===== config.mk =====
export PLATFORM = sky130hd
export DESIGN_NAME = idct_module
export DESIGN_NICKNAME = d
export VERILOG_FILES = /design/src/rtl/idct_pkg.sv /design/src/rtl/idct_cos_rom.sv /design/src/rtl/idct_module.sv
export SDC_FILE = /design/constraint.sdc
export NUM_CORES = 1
export LEC_CHECK = 0
export CORE_AREA = 4 4 260 262
export DETAILED_ROUTE_END_ITERATION = 12
export DIE_AREA = 0 0 264 266
export PLACE_DENSITY_LB_ADDON = 0.2
export SYNTH_ARGS = -nofsm -noshare
export SYNTH_HDL_FRONTEND = slang
export SYNTH_HIERARCHICAL = 1
export SYNTH_SLANG_ARGS = --single-unit

===== constraint.sdc =====
create_clock -name clk -period 9.31 [get_ports clk]
set_input_delay 1.862 -clock clk [delete_from_list [all_inputs] [get_ports clk]]
set_output_delay 1.862 -clock clk [all_outputs]
set_load 0.01 [all_outputs]

===== src/rtl/idct_pkg.sv =====
// Shared constants for the 8-point inverse DCT.
//   - default widths for coefficients, cosine constants, output samples
//   - accumulator sizing (product width plus 3 guard bits for 8 terms)
//   - FSM state encoding
//   - 64-entry cosine table, index {n[2:0],k[2:0]}:
//     C[n][k] = round(2^14 * c(k) * cos((2n+1)k*pi/16))
package idct_pkg;

  localparam int COEF_W    = 19;
  localparam int ROM_W     = 16;
  localparam int FRAC_W    = 14;
  localparam int OUT_SHIFT = 0;
  localparam int OUT_W     = 8;
  // 8 accumulated terms need 3 bits above the product width
  localparam int ACC_GUARD = 3;
  localparam int ACC_W     = COEF_W + ROM_W + ACC_GUARD;

  typedef enum logic [1:0] {
    LOAD = 2'd0,
    MAC  = 2'd1,
    OUT  = 2'd2
  } state_t;

  localparam logic signed [ROM_W-1:0] COS_TBL [64] = '{
    // n = 0
    16'sd5793,  16'sd8035,  16'sd7568,  16'sd6811,
    16'sd5793,  16'sd4551,  16'sd3135,  16'sd1598,
    // n = 1
    16'sd5793,  16'sd6811,  16'sd3135, -16'sd1598,
   -16'sd5793, -16'sd8035, -16'sd7568, -16'sd4551,
    // n = 2
    16'sd5793,  16'sd4551, -16'sd3135, -16'sd8035,
   -16'sd5793,  16'sd1598,  16'sd7568,  16'sd6811,
    // n = 3
    16'sd5793,  16'sd1598, -16'sd7568, -16'sd4551,
    16'sd5793,  16'sd6811, -16'sd3135, -16'sd8035,
    // n = 4
    16'sd5793, -16'sd1598, -16'sd7568,  16'sd4551,
    16'sd5793, -16'sd6811, -16'sd3135,  16'sd8035,
    // n = 5
    16'sd5793, -16'sd4551, -16'sd3135,  16'sd8035,
   -16'sd5793, -16'sd1598,  16'sd7568, -16'sd6811,
    // n = 6
    16'sd5793, -16'sd6811,  16'sd3135,  16'sd1598,
   -16'sd5793,  16'sd8035, -16'sd7568,  16'sd4551,
    // n = 7
    16'sd5793, -16'sd8035,  16'sd7568, -16'sd6811,
    16'sd5793, -16'sd4551,  16'sd3135, -16'sd1598
  };

endpackage


===== src/rtl/idct_cos_rom.sv =====
// Combinational cosine constant lookup.
//   addr : {n[2:0], k[2:0]}
//   coef : signed Q1.(ROM_W-2) constant C[n][k]
module idct_cos_rom #(
  parameter int ROM_W = idct_pkg::ROM_W
) (
  input  logic [5:0]              addr,
  output logic signed [ROM_W-1:0] coef
);
  import idct_pkg::*;

  assign coef = ROM_W'(COS_TBL[addr]);

endmodule


===== src/rtl/idct_module.sv =====
// 8-point inverse DCT, one shared MAC.
// Loads X[0..7] over a valid/ready input stream, then for each n computes
// sum_k X[k]*C[n][k] in 8 cycles, rounds half-up, saturates and presents
// x[n] on a valid/ready output stream (out_last with x[7]).
//   clk, rst_n           : clock, async active-low reset
//   in_valid/in_ready    : coefficient handshake, in_data = X[k]
//   out_valid/out_ready  : sample handshake, out_data = x[n], out_last
module idct_module #(
  parameter int COEF_W    = idct_pkg::COEF_W,
  parameter int ROM_W     = idct_pkg::ROM_W,
  parameter int FRAC_W    = idct_pkg::FRAC_W,
  parameter int OUT_SHIFT = idct_pkg::OUT_SHIFT,
  parameter int OUT_W     = idct_pkg::OUT_W
) (
  input  logic              clk,
  input  logic              rst_n,
  input  logic              in_valid,
  output logic              in_ready,
  input  logic [COEF_W-1:0] in_data,
  output logic              out_valid,
  input  logic              out_ready,
  output logic [OUT_W-1:0]  out_data,
  output logic              out_last
);
  import idct_pkg::*;

  localparam int PROD_W = COEF_W + ROM_W;
  localparam int ACC_W  = PROD_W + ACC_GUARD;
  localparam int SH     = FRAC_W + OUT_SHIFT;

  localparam logic signed [ACC_W-1:0] RND    = ACC_W'(64'd1 << (SH - 1));
  localparam logic signed [ACC_W-1:0] SAT_HI = ACC_W'(2**(OUT_W-1) - 1);
  localparam logic signed [ACC_W-1:0] SAT_LO = ACC_W'(-(2**(OUT_W-1)));

  state_t state, state_nxt;

  logic [2:0]               k, n;
  logic [7:0][COEF_W-1:0]   cbuf;
  logic signed [ACC_W-1:0]  acc, acc_nxt, rsh;
  logic signed [COEF_W-1:0] cdat;
  logic signed [ROM_W-1:0]  coef;
  logic signed [PROD_W-1:0] prod;
  logic [OUT_W-1:0]         sat;

  idct_cos_rom #(.ROM_W(ROM_W)) u_rom (
    .addr ({n, k}),
    .coef (coef)
  );

  // MAC datapath
  assign cdat    = cbuf[k];
  assign prod    = PROD_W'(cdat) * PROD_W'(coef);
  assign acc_nxt = acc + ACC_W'(prod);

  // Round/saturate works on acc_nxt so the k=7 term is included in the
  // value registered as the MAC->OUT transition happens.
  assign rsh = (acc_nxt + RND) >>> SH;

  always_comb begin
    if (rsh > SAT_HI)      sat = SAT_HI[OUT_W-1:0];
    else if (rsh < SAT_LO) sat = SAT_LO[OUT_W-1:0];
    else                   sat = rsh[OUT_W-1:0];
  end

  // FSM: state register
  always_ff @(posedge clk or negedge rst_n) begin
    if (!rst_n) state <= LOAD;
    else        state <= state_nxt;
  end

  // FSM: next state
  always_comb begin
    state_nxt = state;
    case (state)
      LOAD:    if (in_valid && k == 3'd7) state_nxt = MAC;
      MAC:     if (k == 3'd7)             state_nxt = OUT;
      OUT:     if (out_ready)             state_nxt = (n == 3'd7) ? LOAD : MAC;
      default:                            state_nxt = LOAD;
    endcase
  end

  // FSM: outputs
  always_comb begin
    in_ready  = (state == LOAD);
    out_valid = (state == OUT);
  end

  // Counters, buffer, accumulator, output register
  always_ff @(posedge clk or negedge rst_n) begin
    if (!rst_n) begin
      k        <= '0;
      n        <= '0;
      acc      <= '0;
      cbuf     <= '0;
      out_data <= '0;
      out_last <= 1'b0;
    end else begin
      case (state)
        LOAD: begin
          if (in_valid && in_ready) begin
            cbuf[k] <= in_data;
            k       <= k + 3'd1;     // wraps to 0 after X[7]
            if (k == 3'd7) begin
              n   <= '0;
              acc <= '0;
            end
          end
        end
        MAC: begin
          acc <= acc_nxt;
          k   <= k + 3'd1;
          if (k == 3'd7) begin
            out_data <= sat;
            out_last <= (n == 3'd7);
          end
        end
        OUT: begin
          if (out_ready) begin
            k   <= '0;
            acc <= '0;
            n   <= n + 3'd1;         // wraps to 0 after x[7]
          end
        end
        default: ;
      endcase
    end
  end

endmodule

==> metrics.txt <==
Synth top area share=29.0%; Final setup viols=0; CTS tree=built; Seq/Total Area, Yosys=21.1%; # DRC=0; r2r worst-path depth=30; Storage cell area=5190 um2; Post-Syn Nets=3030; commonest cells after routing, fill and taps aside=inv_1, fa_1, nand2_1; Layout Nets=3123; Crit-path slowest cell=dfrtp_1; crit end category=register; largest cells by area after synthesis=fa_1, dfrtp_1, mux2_2; count of different cell masters after synthesis=100; core footprint=65400 um2; post-DP HPWL=52700 um; clk_lat worst skew=0.54 ns; share of cells above drive strength 1=18.8%; worst path required time=9.75 ns; mean area per synthesized cell=9.72 um2; Synth Instances=2525; drt total wl=68800 um; Post-synth EDFFs=0; dpl cells=3430; IO buf count=33; GRT overflow=0; Initial Util=37.5%; gr usage total=19.7%; final cell count without fillers=3501; root buf cell=clkbuf_16; global-route wire length before repair=112000 um; fillers=6359; Detail Route Antenna Nets=0; Slew @ Worst Pin=1.26 ns; area of the multi-input gates=17600 um2; asr flop ratio synth=100%; Vias per Instance=5.28; Hold Path Depth=2; # IOs=34; flops & latches, synth=207; Iter 0 DRT Violations=1090; clock-pin slew on the worst setup and hold paths=0.06 ns; ratio of final minimum period to clock period=96.5%; critical path class=reg -> reg; Clock Skews=0.0125 ns; Die Span Y=266 um; CTS max path bufs=3; chip width=264 um; final hold vios=0; max cap viols=0; Setup TNS Final=0 ns; FMAX=111 MHz; most common cell after layout, fill and taps aside=inv_1; critical path's largest stage delay=0.65 ns; TritonRoute pass-1 iters=5; cell mode on critical path=fa_1; most area-hungry cell type in the Yosys netlist=fa_1; initial antenna violation count=2; Slew headroom=16.1%; Row Count=94; DR vias=18.5k; outcome=finished clean; ys flop type=dfrtp_1; CP Max Fanout=18; Slew Limit Fails=0; wire per inst=19.6 um; htree depth=1; Yosys warning count=6; synthesis-to-finish area growth=14.9%; Tmin final=8.99 ns; largest net degree at the start of global routing=128; HP Class=reg -> reg; vias in the first global route=20.1k; Critical Path AT=9.42 ns; total CTS buffers=24; Die ar.=70200 um2; Startpoint Class=register; Sink Count=207; Min Hold Slack=0.495 ns; RD Place Congestion=0.930; Cell Area, Synth=24500 um2
## synth_stat cells, types with 7 or more instances
cell type  count
a211oi_1      17
a21o_1         8
a21oi_1       80
a22o_1        24
a22oi_1       75
a31oi_1        9
and2_1       130
buf_1         11
buf_2         15
buf_4          7
buf_6          9
clkbuf_1      89
dfrtp_1      207
fa_1         355
ha_1         127
inv_1        408
mux2_2       153
mux2i_1       12
nand2_1      260
nand2b_1      13
nand3_1       29
nand4_1       31
nor2_1        97
nor2b_1       22
nor3_1        21
o211ai_1      11
o21a_1        10
o21ai_0       90
o22ai_1        7
o31ai_1        9
o32ai_1        7
or2_2          7
xnor2_1       26
xor2_1        19
## kinds of logic (layout without fill, tap and decap cells)
kind of cell,count (synthesis),after routing,synth area share (%)
AND/OR/NAND/NOR,665,665,13.5
adder cells (fa/ha/maj),482,482,35.4
other,0,1,0
flip-flops,207,207,21.1
multiplexers,170,171,7.94
buffers and inverters,550,660,9.04
AO/OA/AOI/OAI,406,406,11.4
XOR/XNOR,45,45,1.61
## area by class of cell
cell class | count | area share (%)
multi-input cells | 1769 | 62.5
flip-flops and latches | 207 | 18.4
repair buffers | 204 | 6.73
inverters | 412 | 5.49
well taps | 864 | 3.84
clock buffers | 32 | 2.38
clock inverters | 12 | 0.635
diodes | 1 | 0.00888
## worst paths after layout
| kind | from | to | slack (ns) |
|---|---|---|---|
| worst max-delay path | n[2]$_DFFE_PN0P_ | out_data[0]$_DFFE_PN0P_ | 0.32 |
| min in group asynchronous | rst_n | cbuf[96]$_DFFE_PN0P_ | 1.50 |
| max in group asynchronous | rst_n | cbuf[150]$_DFFE_PN0P_ | 6.09 |
| worst max register to register | n[2]$_DFFE_PN0P_ | out_data[0]$_DFFE_PN0P_ | 0.32 |
| worst min register to register | acc[27]$_DFFE_PN0P_ | acc[27]$_DFFE_PN0P_ | 0.49 |
| worst min-delay path | acc[27]$_DFFE_PN0P_ | acc[27]$_DFFE_PN0P_ | 0.49 |
## worst max-delay path, delay by kind of cell (launching register included)
kind	cells	cell delay, ns
buffers and inverters	7	1.06
AOI/OAI and AO/OA	9	1.56
xor gates and xnor gates	1	0.30
DFF	1	0.65
and+or+nand+nor	6	1.83
adders and majority gates	7	3.46
## what timing repair did
action | in CTS | in global routing
gates resized for setup | 0 | 108
hold buffers | 0 | 0
setup endpoints to repair | 0 | 8
buffers inserted | 0 | 24
## metrics by stage
stage | area, um2 | setup slack [ns] | util [%]
detailed placement | 26600 | 0.0906 | 40.7
CTS | 27500 | 0.0716 | 42.0
floorplan | 24500 | 0.0410 | -
finish | 28200 | 0.324 | 43.1
global route | 28200 | -0.0146 | 43.1
global placement | 26600 | 0.0775 | 40.7
## registers in the layout (all words and copies together), names as in the netlist
register and flops:
cbuf 152, acc 38, out_data 8, k 3, n 3, state 2, out_last 1
## layer usage
layer  up-vias  wire length [um]  global-route usage (%)
met5         -                 0                       0
met4         0              1840                    5.21
met3       103              2530                    1.98
met2       410             32900                    33.2
met1      9557             31500                    27.5
li1       8426                 -                       -
Power is not shown: default switching activity piles up to over one toggle a cycle in this logic, so the estimate is an artifact.
